<file path="src/rtl/traffic_phase_controller.sv">
// Round-robin N-approach traffic-light controller: demand-sensed green with
// min/max limits, yellow and all-red clearance, and a latched pedestrian walk.
module traffic_phase_controller #(
  parameter int NUM_DIR     = 2,
  parameter int TMR_W       = 8,
  parameter int GREEN_MIN   = 4,
  parameter int GREEN_MAX   = 8,
  parameter int YELLOW_TIME = 2,
  parameter int ALLRED_TIME = 1,
  parameter int WALK_TIME   = 3
) (
  input  logic               clka,
  input  logic               reseta,
  input  logic [NUM_DIR-1:0] car_sense,
  input  logic               ped_req,
  output logic [NUM_DIR-1:0] red,
  output logic [NUM_DIR-1:0] yellow,
  output logic [NUM_DIR-1:0] green,
  output logic               walk,
  output logic [1:0]         active_dir,
  output logic [TMR_W-1:0]   phase_timer
);

  typedef enum logic [1:0] {S_ALLRED, S_GREEN, S_YELLOW, S_WALK} state_e;

  localparam logic [TMR_W-1:0] AR_LAST   = TMR_W'(ALLRED_TIME - 1);
  localparam logic [TMR_W-1:0] GMIN_LAST = TMR_W'(GREEN_MIN - 1);
  localparam logic [TMR_W-1:0] GMAX_LAST = TMR_W'(GREEN_MAX - 1);
  localparam logic [TMR_W-1:0] Y_LAST    = TMR_W'(YELLOW_TIME - 1);
  localparam logic [TMR_W-1:0] W_LAST    = TMR_W'(WALK_TIME - 1);
  localparam logic [TMR_W-1:0] TMR_MAX   = '1;

  state_e             state_q, state_d;
  logic [TMR_W-1:0]   timer_q, timer_d;
  logic [1:0]         dir_q, dir_d, next_dir;
  logic               ped_pend_q, ped_pend_d;
  logic               after_walk_q, after_walk_d;
  logic               first_q, first_d;
  logic [NUM_DIR-1:0] red_q, yellow_q, green_q;
  logic [NUM_DIR-1:0] red_d, yellow_d, green_d;
  logic               walk_q, walk_d;
  logic [NUM_DIR-1:0] own_mask;
  logic               own_car, other_dem;
  int                 cand;

  // Lamps are decoded from the next state so the registered outputs line up with it.
  generate
    for (genvar gi = 0; gi < NUM_DIR; gi++) begin : g_dir
      assign own_mask[gi] = (dir_q == 2'(gi));
      assign green_d[gi]  = (state_d == S_GREEN)  && (dir_d == 2'(gi));
      assign yellow_d[gi] = (state_d == S_YELLOW) && (dir_d == 2'(gi));
    end
  endgenerate

  assign red_d     = ~(green_d | yellow_d);
  assign walk_d    = (state_d == S_WALK);
  assign own_car   = |(car_sense & own_mask);
  assign other_dem = ped_pend_q | (|(car_sense & ~own_mask));

  // Scan from the farthest candidate down so the nearest demanding approach wins.
  always_comb begin
    cand     = 0;
    next_dir = (int'(dir_q) + 1 >= NUM_DIR) ? 2'd0 : dir_q + 2'd1;
    for (int k = NUM_DIR; k >= 1; k--) begin
      cand = int'(dir_q) + k;
      if (cand >= NUM_DIR) cand = cand - NUM_DIR;
      if (((car_sense >> cand) & NUM_DIR'(1)) != '0) next_dir = 2'(cand);
    end
  end

  always_comb begin
    state_d      = state_q;
    dir_d        = dir_q;
    first_d      = first_q;
    ped_pend_d   = ped_pend_q | (ped_req && (state_q != S_WALK));
    after_walk_d = after_walk_q;
    case (state_q)
      S_ALLRED: begin
        if (timer_q == AR_LAST) begin
          after_walk_d = 1'b0;
          if (ped_pend_q && !after_walk_q) begin
            state_d    = S_WALK;
            ped_pend_d = 1'b0;
          end else begin
            state_d = S_GREEN;
            dir_d   = first_q ? 2'd0 : next_dir;
            first_d = 1'b0;
          end
        end
      end
      S_GREEN: begin
        // Once past max green, any conflicting demand ends the phase.
        if (timer_q >= GMIN_LAST && other_dem && (!own_car || timer_q >= GMAX_LAST))
          state_d = S_YELLOW;
      end
      S_YELLOW: begin
        if (timer_q == Y_LAST) state_d = S_ALLRED;
      end
      S_WALK: begin
        if (timer_q == W_LAST) begin
          state_d      = S_ALLRED;
          after_walk_d = 1'b1;
        end
      end
      default: state_d = S_ALLRED;
    endcase
    if (state_d != state_q) timer_d = '0;
    else if (timer_q == TMR_MAX) timer_d = timer_q;
    else timer_d = timer_q + 1'b1;
  end

  always_ff @(posedge clka) begin
    if (reseta) begin
      state_q      <= S_ALLRED;
      timer_q      <= '0;
      dir_q        <= 2'd0;
      ped_pend_q   <= 1'b0;
      after_walk_q <= 1'b0;
      first_q      <= 1'b1;
      red_q        <= '1;
      yellow_q     <= '0;
      green_q      <= '0;
      walk_q       <= 1'b0;
    end else begin
      state_q      <= state_d;
      timer_q      <= timer_d;
      dir_q        <= dir_d;
      ped_pend_q   <= ped_pend_d;
      after_walk_q <= after_walk_d;
      first_q      <= first_d;
      red_q        <= red_d;
      yellow_q     <= yellow_d;
      green_q      <= green_d;
      walk_q       <= walk_d;
    end
  end

  assign red         = red_q;
  assign yellow      = yellow_q;
  assign green       = green_q;
  assign walk        = walk_q;
  assign active_dir  = dir_q;
  assign phase_timer = timer_q;

endmodule

</file>
<file path="config.mk">
export PLATFORM = sky130hd
export DESIGN_NAME = traffic_phase_controller
export DESIGN_NICKNAME = d
export VERILOG_FILES = /design/src/rtl/traffic_phase_controller.sv
export SDC_FILE = /design/constraint.sdc
export NUM_CORES = 1
export LEC_CHECK = 0
export ABC_AREA = 1
export ABC_CLOCK_PERIOD_IN_PS = 2200
export BUFFER_PORTS_ARGS = -buffer_cell sky130_fd_sc_hd__buf_4
export CORE_AREA = 2 2 53 55
export CTS_CLUSTER_SIZE = 8
export DETAILED_ROUTE_END_ITERATION = 10
export DIE_AREA = 0 0 55 57
export GPL_TIMING_DRIVEN = 1
export PLACE_DENSITY_LB_ADDON = 0.15
export SLEW_MARGIN = 0
export SYNTH_ARGS = -nofsm -noshare
export SYNTH_HDL_FRONTEND = slang
export SYNTH_SLANG_ARGS = --single-unit
</file>
<file path="constraint.sdc">
create_clock -name clka -period 2.2 [get_ports clka]
set_clock_uncertainty 0.05 [all_clocks]
set_input_delay 0.22 -clock clka [delete_from_list [all_inputs] [get_ports clka]]
set_output_delay 0.22 -clock clka [all_outputs]
set_load 0.01 [all_outputs]
</file>
### Word-level counts from Yosys, hierarchy flattened

Index checks and enable logic that the tools add are counted.

| word-level totals | value |
|---|---|
| flip-flop bits (word level) | 22 |
| input port bits | 5 |
| output and inout bits | 17 |
| logic and storage cells | 87 |

| cells by class | value |
|---|---|
| add/sub/neg operators | 6 |
| $lt $le $gt $ge | 4 |
| equality and inequality tests | 15 |
| shift-type cells | 2 |
| multiplexer cells | 21 |
| bitwise gates (word level) | 8 |
| reduce and logical (&&, ||, !) cells | 21 |

Operator list:

| operator | number |
|---|---|
| 32-bit 2-to-1 mux | 2 |
| 2-bit by 32-bit right shift with 1-bit output | 2 |
| 2-bit 2-to-1 mux | 12 |
| 8-bit by 1-bit adder with 8-bit output, second input constant | 1 |
| 2-bit by 1-bit equality test with 1-bit output, second input constant | 4 |
| 2-bit equality test, second input constant | 4 |
| 8-bit by 1-bit equality test with 1-bit output, second input constant | 1 |
| 8-bit by 2-bit equality test with 1-bit output, second input constant | 1 |
| 8-bit equality test, second input constant | 1 |
| 8-bit by 2-bit greater-or-equal comparator with 1-bit output, second input constant | 1 |
| 8-bit by 3-bit greater-or-equal comparator with 1-bit output, second input constant | 1 |
| 1-bit logical AND | 8 |
| 8-bit zero test | 1 |
| 2-bit case mux with 4 select lines | 1 |
| 3-bit by 2-bit subtractor with 4-bit output, second input constant | 2 |
| 3-bit by 2-bit greater-or-equal comparator with 1-bit output, second input constant | 2 |
| 2-bit zero test | 3 |
| 2-bit != test, second input constant | 3 |
| 3-bit AND reduction | 2 |
| 2-bit OR reduction | 3 |
| 1-bit 2-to-1 mux | 5 |
| 2-bit bitwise AND | 2 |
| 2-bit inverter | 2 |
| 2-bit by 1-bit adder with 3-bit output, second input constant | 1 |
| 10 further kinds | 12 |

### Logic depth before layout (Yosys ltp)

| logic depth | value |
|---|---|
| depth after elaboration | 14 |
| mapped depth | 13 |
| depth with buffers taken out | 13 |

### Worst setup path after synthesis

Ideal clock, no wire load.

| timing | value |
|---|---|
| kind | register to register |
| start | register dir_q[0], in the netlist active_dir[0] |
| end | register red_q[0], in the netlist red[0] |
| setup time | 0.115 ns |
| arrival | 1.648 ns |
| data required time | 2.035 ns |
| setup slack | 0.387 ns |
| stages on the path, launching flop included | 12 |
| buffers on the path | 0 |
| period minus slack after synthesis | 1.813 ns |
| cells stage by stage | dfxtp_1 -> inv_1 -> ha_1 -> inv_1 -> nand2_1 -> nand3_1 -> nand2_1 -> nand3b_2 -> a21oi_2 -> nand2_1 -> nor2_1 -> nor2_1 |

| on the way | value |
|---|---|
| word-level cells in the longest chain between the ends | 14 |
| elaborated cells between the ends (all ways) | 39 |
| classes of those cells | add/sub: 5; order compare: 2; eq/ne: 3; shift: 2; mux: 11; bitwise: 6; reduce/logical: 10 |

Ends and longest elaborated chain:

| element | line | RTL |
|---|---|---|
| start, declared | 35 | `logic [1:0] dir_q, dir_d, next_dir;` |
| start signal, assigned | 127 | `dir_q <= dir_d;` |
| 2-bit by 2-bit adder with 3-bit output | 65 | `cand = int'(dir_q) + k;` |
| 3-bit by 2-bit subtractor with 4-bit output / 3-bit by 2-bit greater-or-equal comparator with 1-bit output (equally long branches) | 66 | `if (cand >= NUM_DIR) cand = cand - NUM_DIR;` |
| 32-bit 2-to-1 mux | 66 |  |
| 2-bit by 32-bit right shift with 1-bit output | 67 | `if (((car_sense >> cand) & NUM_DIR'(1)) != '0) next_dir = 2'(cand);` |
| 2-bit 2-to-1 mux (2 in series) | 67 |  |
| 2-bit 2-to-1 mux | 86 | `dir_d = first_q ? 2'd0 : next_dir;` |
| 2-bit 2-to-1 mux | 81 | `if (ped_pend_q && !after_walk_q) begin` |
| 2-bit 2-to-1 mux | 79 | `if (timer_q == AR_LAST) begin` |
| 2-bit 2-to-1 mux | 77 | `case (state_q)` |
| 2-bit zero test | 50, 51 |  |
| 1-bit logical AND, on equally long branches | 50, 51 |  |
| 2-bit OR (*) | 55 | `assign red_d = ~(green_d \| yellow_d);` |
| 2-bit inverter (*) | 55 |  |
| end signal, assigned | 131 | `red_q <= red_d;` |
| end, declared | 39 | `logic [NUM_DIR-1:0] red_q, yellow_q, green_q;` |

Every way passes the cells marked *; elsewhere a longest branch is shown, timed or not.
A chain may end at the register's enable or synchronous reset.

### Worst setup path in the final report

Same ends and word-level chain as after synthesis.

==> flow_metrics.env <==
export IMPL_run_status="finished, final reports clean"
export IMPL_synth_edff_count=0
export IMPL_via_total_after_detailed_routing=1142
export IMPL_drt_wirelength_microns=2510
export IMPL_postCtsSetupBuffers=0
export IMPL_pin_count_of_the_biggest_net_entering_global_routing=14
export IMPL_die_w_microns=55
export IMPL_fin_worst_hold_slack_ns=0.0796
export IMPL_drive_gt1_share_pct=18.4
export IMPL_timing_worst_setup_path_type="reg2reg"
export IMPL_numClockSinks=22
export IMPL_gpl_final_weighted_congestion=0.840
export IMPL_startpoint="active_dir[0]"
export IMPL_hpwl_microns=2020
export IMPL_core_area_sq_um=2620
export IMPL_clockBufferDepth=2
export IMPL_initial_utilization_pct=47.7
export IMPL_grt_setup_unrepaired="false"
export IMPL_setup_viol_count_final=0
export IMPL_via_per_inst=4.80
export IMPL_max_cap_violations=0
export IMPL_ys_seq_area_share_pct=35.3
export IMPL_netlist_instances=183
export IMPL_synth_seq_cells=22
export IMPL_placementRows=19
export IMPL_cts_hold_repair_buffers=0
export IMPL_antenna_cells=0
export IMPL_async_flop_share_pct=0
export IMPL_tritoncts_clock_tree="built"
export IMPL_grt_overflow_total=0
export IMPL_first_global_vias=993
export IMPL_power_density_nw_per_um2=1010
export IMPL_clkTransAtPathRegs_ns=0.13
export IMPL_first_pass_grt_wire_length_microns=4020
export IMPL_final_min_clock_period_ns=1.98
export IMPL_timing_setup_tns_ns=0
export IMPL_io_pins=22
export IMPL_route_antenna_remaining_nets=0
export IMPL_critPathArrivalTime_ns=2.15
export IMPL_report_final_hold_viol_count=0
export IMPL_dominant_register_cell_in_the_synthesized_netlist="dfxtp_1"
export IMPL_fin_crit_sh_pct=90.0
export IMPL_htree_depth=1
export IMPL_area_growth_synth_to_final_pct=19.7
export IMPL_synthDistinctLibCells=27
export IMPL_track_usage_pct=17.5
export IMPL_numPortBuffers=21
export IMPL_die_area_sq_um=3140
export IMPL_finish_net_count=222
export IMPL_final_max_slew_violation_count=0
export IMPL_r2r_start="active_dir[0]"
export IMPL_synthesis_area_per_instance_sq_um=6.82
export IMPL_ctsResizeCount=0
export IMPL_die_boundary_height_microns=57
export IMPL_yosys_warnings=0
export IMPL_drc=0
export IMPL_tightestPinTransition_ns=0.391
export IMPL_grt_antenna_before_repair=0
export IMPL_worst_ir_drop_vdd_v=0.000578
export IMPL_endpoint_kind="register"
export IMPL_p_leak_nw=0.741
export IMPL_cp_max_fo=9
export IMPL_startpoint_types="register"
export IMPL_clock_latency_ns=0.31
export IMPL_postSynthNetCount=197
export IMPL_drt_iter0_drc=29
export IMPL_syn_area_sq_um=1250
export IMPL_hold_path_startpoint="reseta"
export IMPL_max_slew_margin_pct=73.9
export IMPL_cts_root_buf="clkbuf_4"
export IMPL_dr_pass1_iters=4
export IMPL_cp_data_required_time_ns=2.37
export IMPL_fmaxAchievable_mhz=505
export IMPL_avgRoutedWirePerCell_microns=10.5
export IMPL_timing_hold_worst_class="in2reg"
export IMPL_cts_buffers_inserted=3
## synth_stat cells, types with 2 or more instances
library cell  instances  share of area (%)
nand2_1              38                 11
nor2_1               33                9.9
inv_1                30                9.0
dfxtp_1              22                 35
ha_1                  9                9.0
nand3_1               8                3.2
o21ai_0               8                3.2
a21oi_1               7                2.8
nand2_2               4                2.0
clkinv_1              2               0.60
nand4_1               2                1.0
nor2_2                2                1.0
nor3_1                2               0.80
o21ai_1               2               0.80
xor2_1                2                1.4
## power breakdown
group	switching, mW	internal, mW	total, mW
Clock	0.128	0.184	0.313
Sequential	0.0532	0.479	0.532
Combinational	0.416	0.249	0.666
## sequential cells by signal (all words and copies together) (netlist names)
| signal | cells |
|---|---|
| phase_timer | 8 |
| active_dir | 2 |
| green | 2 |
| red | 2 |
| state_q | 2 |
| yellow | 2 |
| after_walk_q | 1 |
| first_q | 1 |
| ped_pend_q | 1 |
| walk | 1 |
## area by class of cell
class,count,area (sq um)
sequential,22,440
inverter,33,124
timing repair buffer,21,158
tap,31,38.8
fill,275,1120
clock inverter,1,30.0
clock buffer,3,22.5
multi-input combinational,127,679
## kinds of logic (layout without fill, tap and decap cells)
family                     after synthesis  count (layout)  synth area share (%)
AOI/OAI and AO/OA                       21              21                  10.0
xor gates and xnor gates                 3               3                  2.11
adders and majority gates                9               9                  9.03
buffers and inverters                   34              58                  10.2
DFF                                     22              22                  35.3
and+or+nand+nor                         94              94                  33.3
## critical path: stages, from the launching register on
cell,delay (ns)
dfxtp_1,0.52
inv_1,0.15
ha_1,0.24
inv_1,0.07
nand2_1,0.05
nand3_1,0.09
nand2_1,0.05
nand3b_2,0.22
a21oi_2,0.19
nand2_1,0.09
nor2_1,0.12
nor2_1,0.05
## placed cells by master (no fill, tap or decap), types with 3 or more instances in the layout
| master | count |
|---|---|
| nand2_1 | 38 |
| nor2_1 | 33 |
| inv_1 | 30 |
| dfxtp_1 | 22 |
| buf_4 | 21 |
| ha_1 | 9 |
| nand3_1 | 8 |
| o21ai_0 | 8 |
| a21oi_1 | 7 |
| nand2_2 | 4 |
| clkbuf_4 | 3 |
## stage by stage
| step | std cells | total power, mW | util (%) | cell area, sq um | setup WS, ns |
|---|---|---|---|---|---|
| after global routing | 238 | 1.64 | 57.1 | 1490 | 0.0186 |
| after floorplan | 183 | 1.02 | - | 1250 | 0.387 |
| final | 238 | 1.51 | 57.1 | 1490 | 0.220 |
| after global placement | 234 | 1.19 | 55.1 | 1440 | 0.354 |
| after detailed placement | 234 | 1.21 | 55.1 | 1440 | 0.248 |
| after CTS | 238 | 1.53 | 57.1 | 1490 | 0.231 |
## routing by layer
metal	track usage (%)	wire length, microns	vias up
met5	0	0	-
met2	32.0	1290	21
met3	3.93	86	5
li1	-	-	614
met1	18.8	1080	502
met4	6.27	43	0
## worst paths after layout
| path | endpoint | slack, ns | cells past startpoint |
|---|---|---|---|
| max | red[0] | 0.22 | 11 |
| max reg2reg | red[0] | 0.22 | 11 |
| min | active_dir[1] | 0.08 | 2 |
| min reg2reg | after_walk_q | 0.44 | 1 |
No activity file was read; power rests on OpenSTA's default activity.
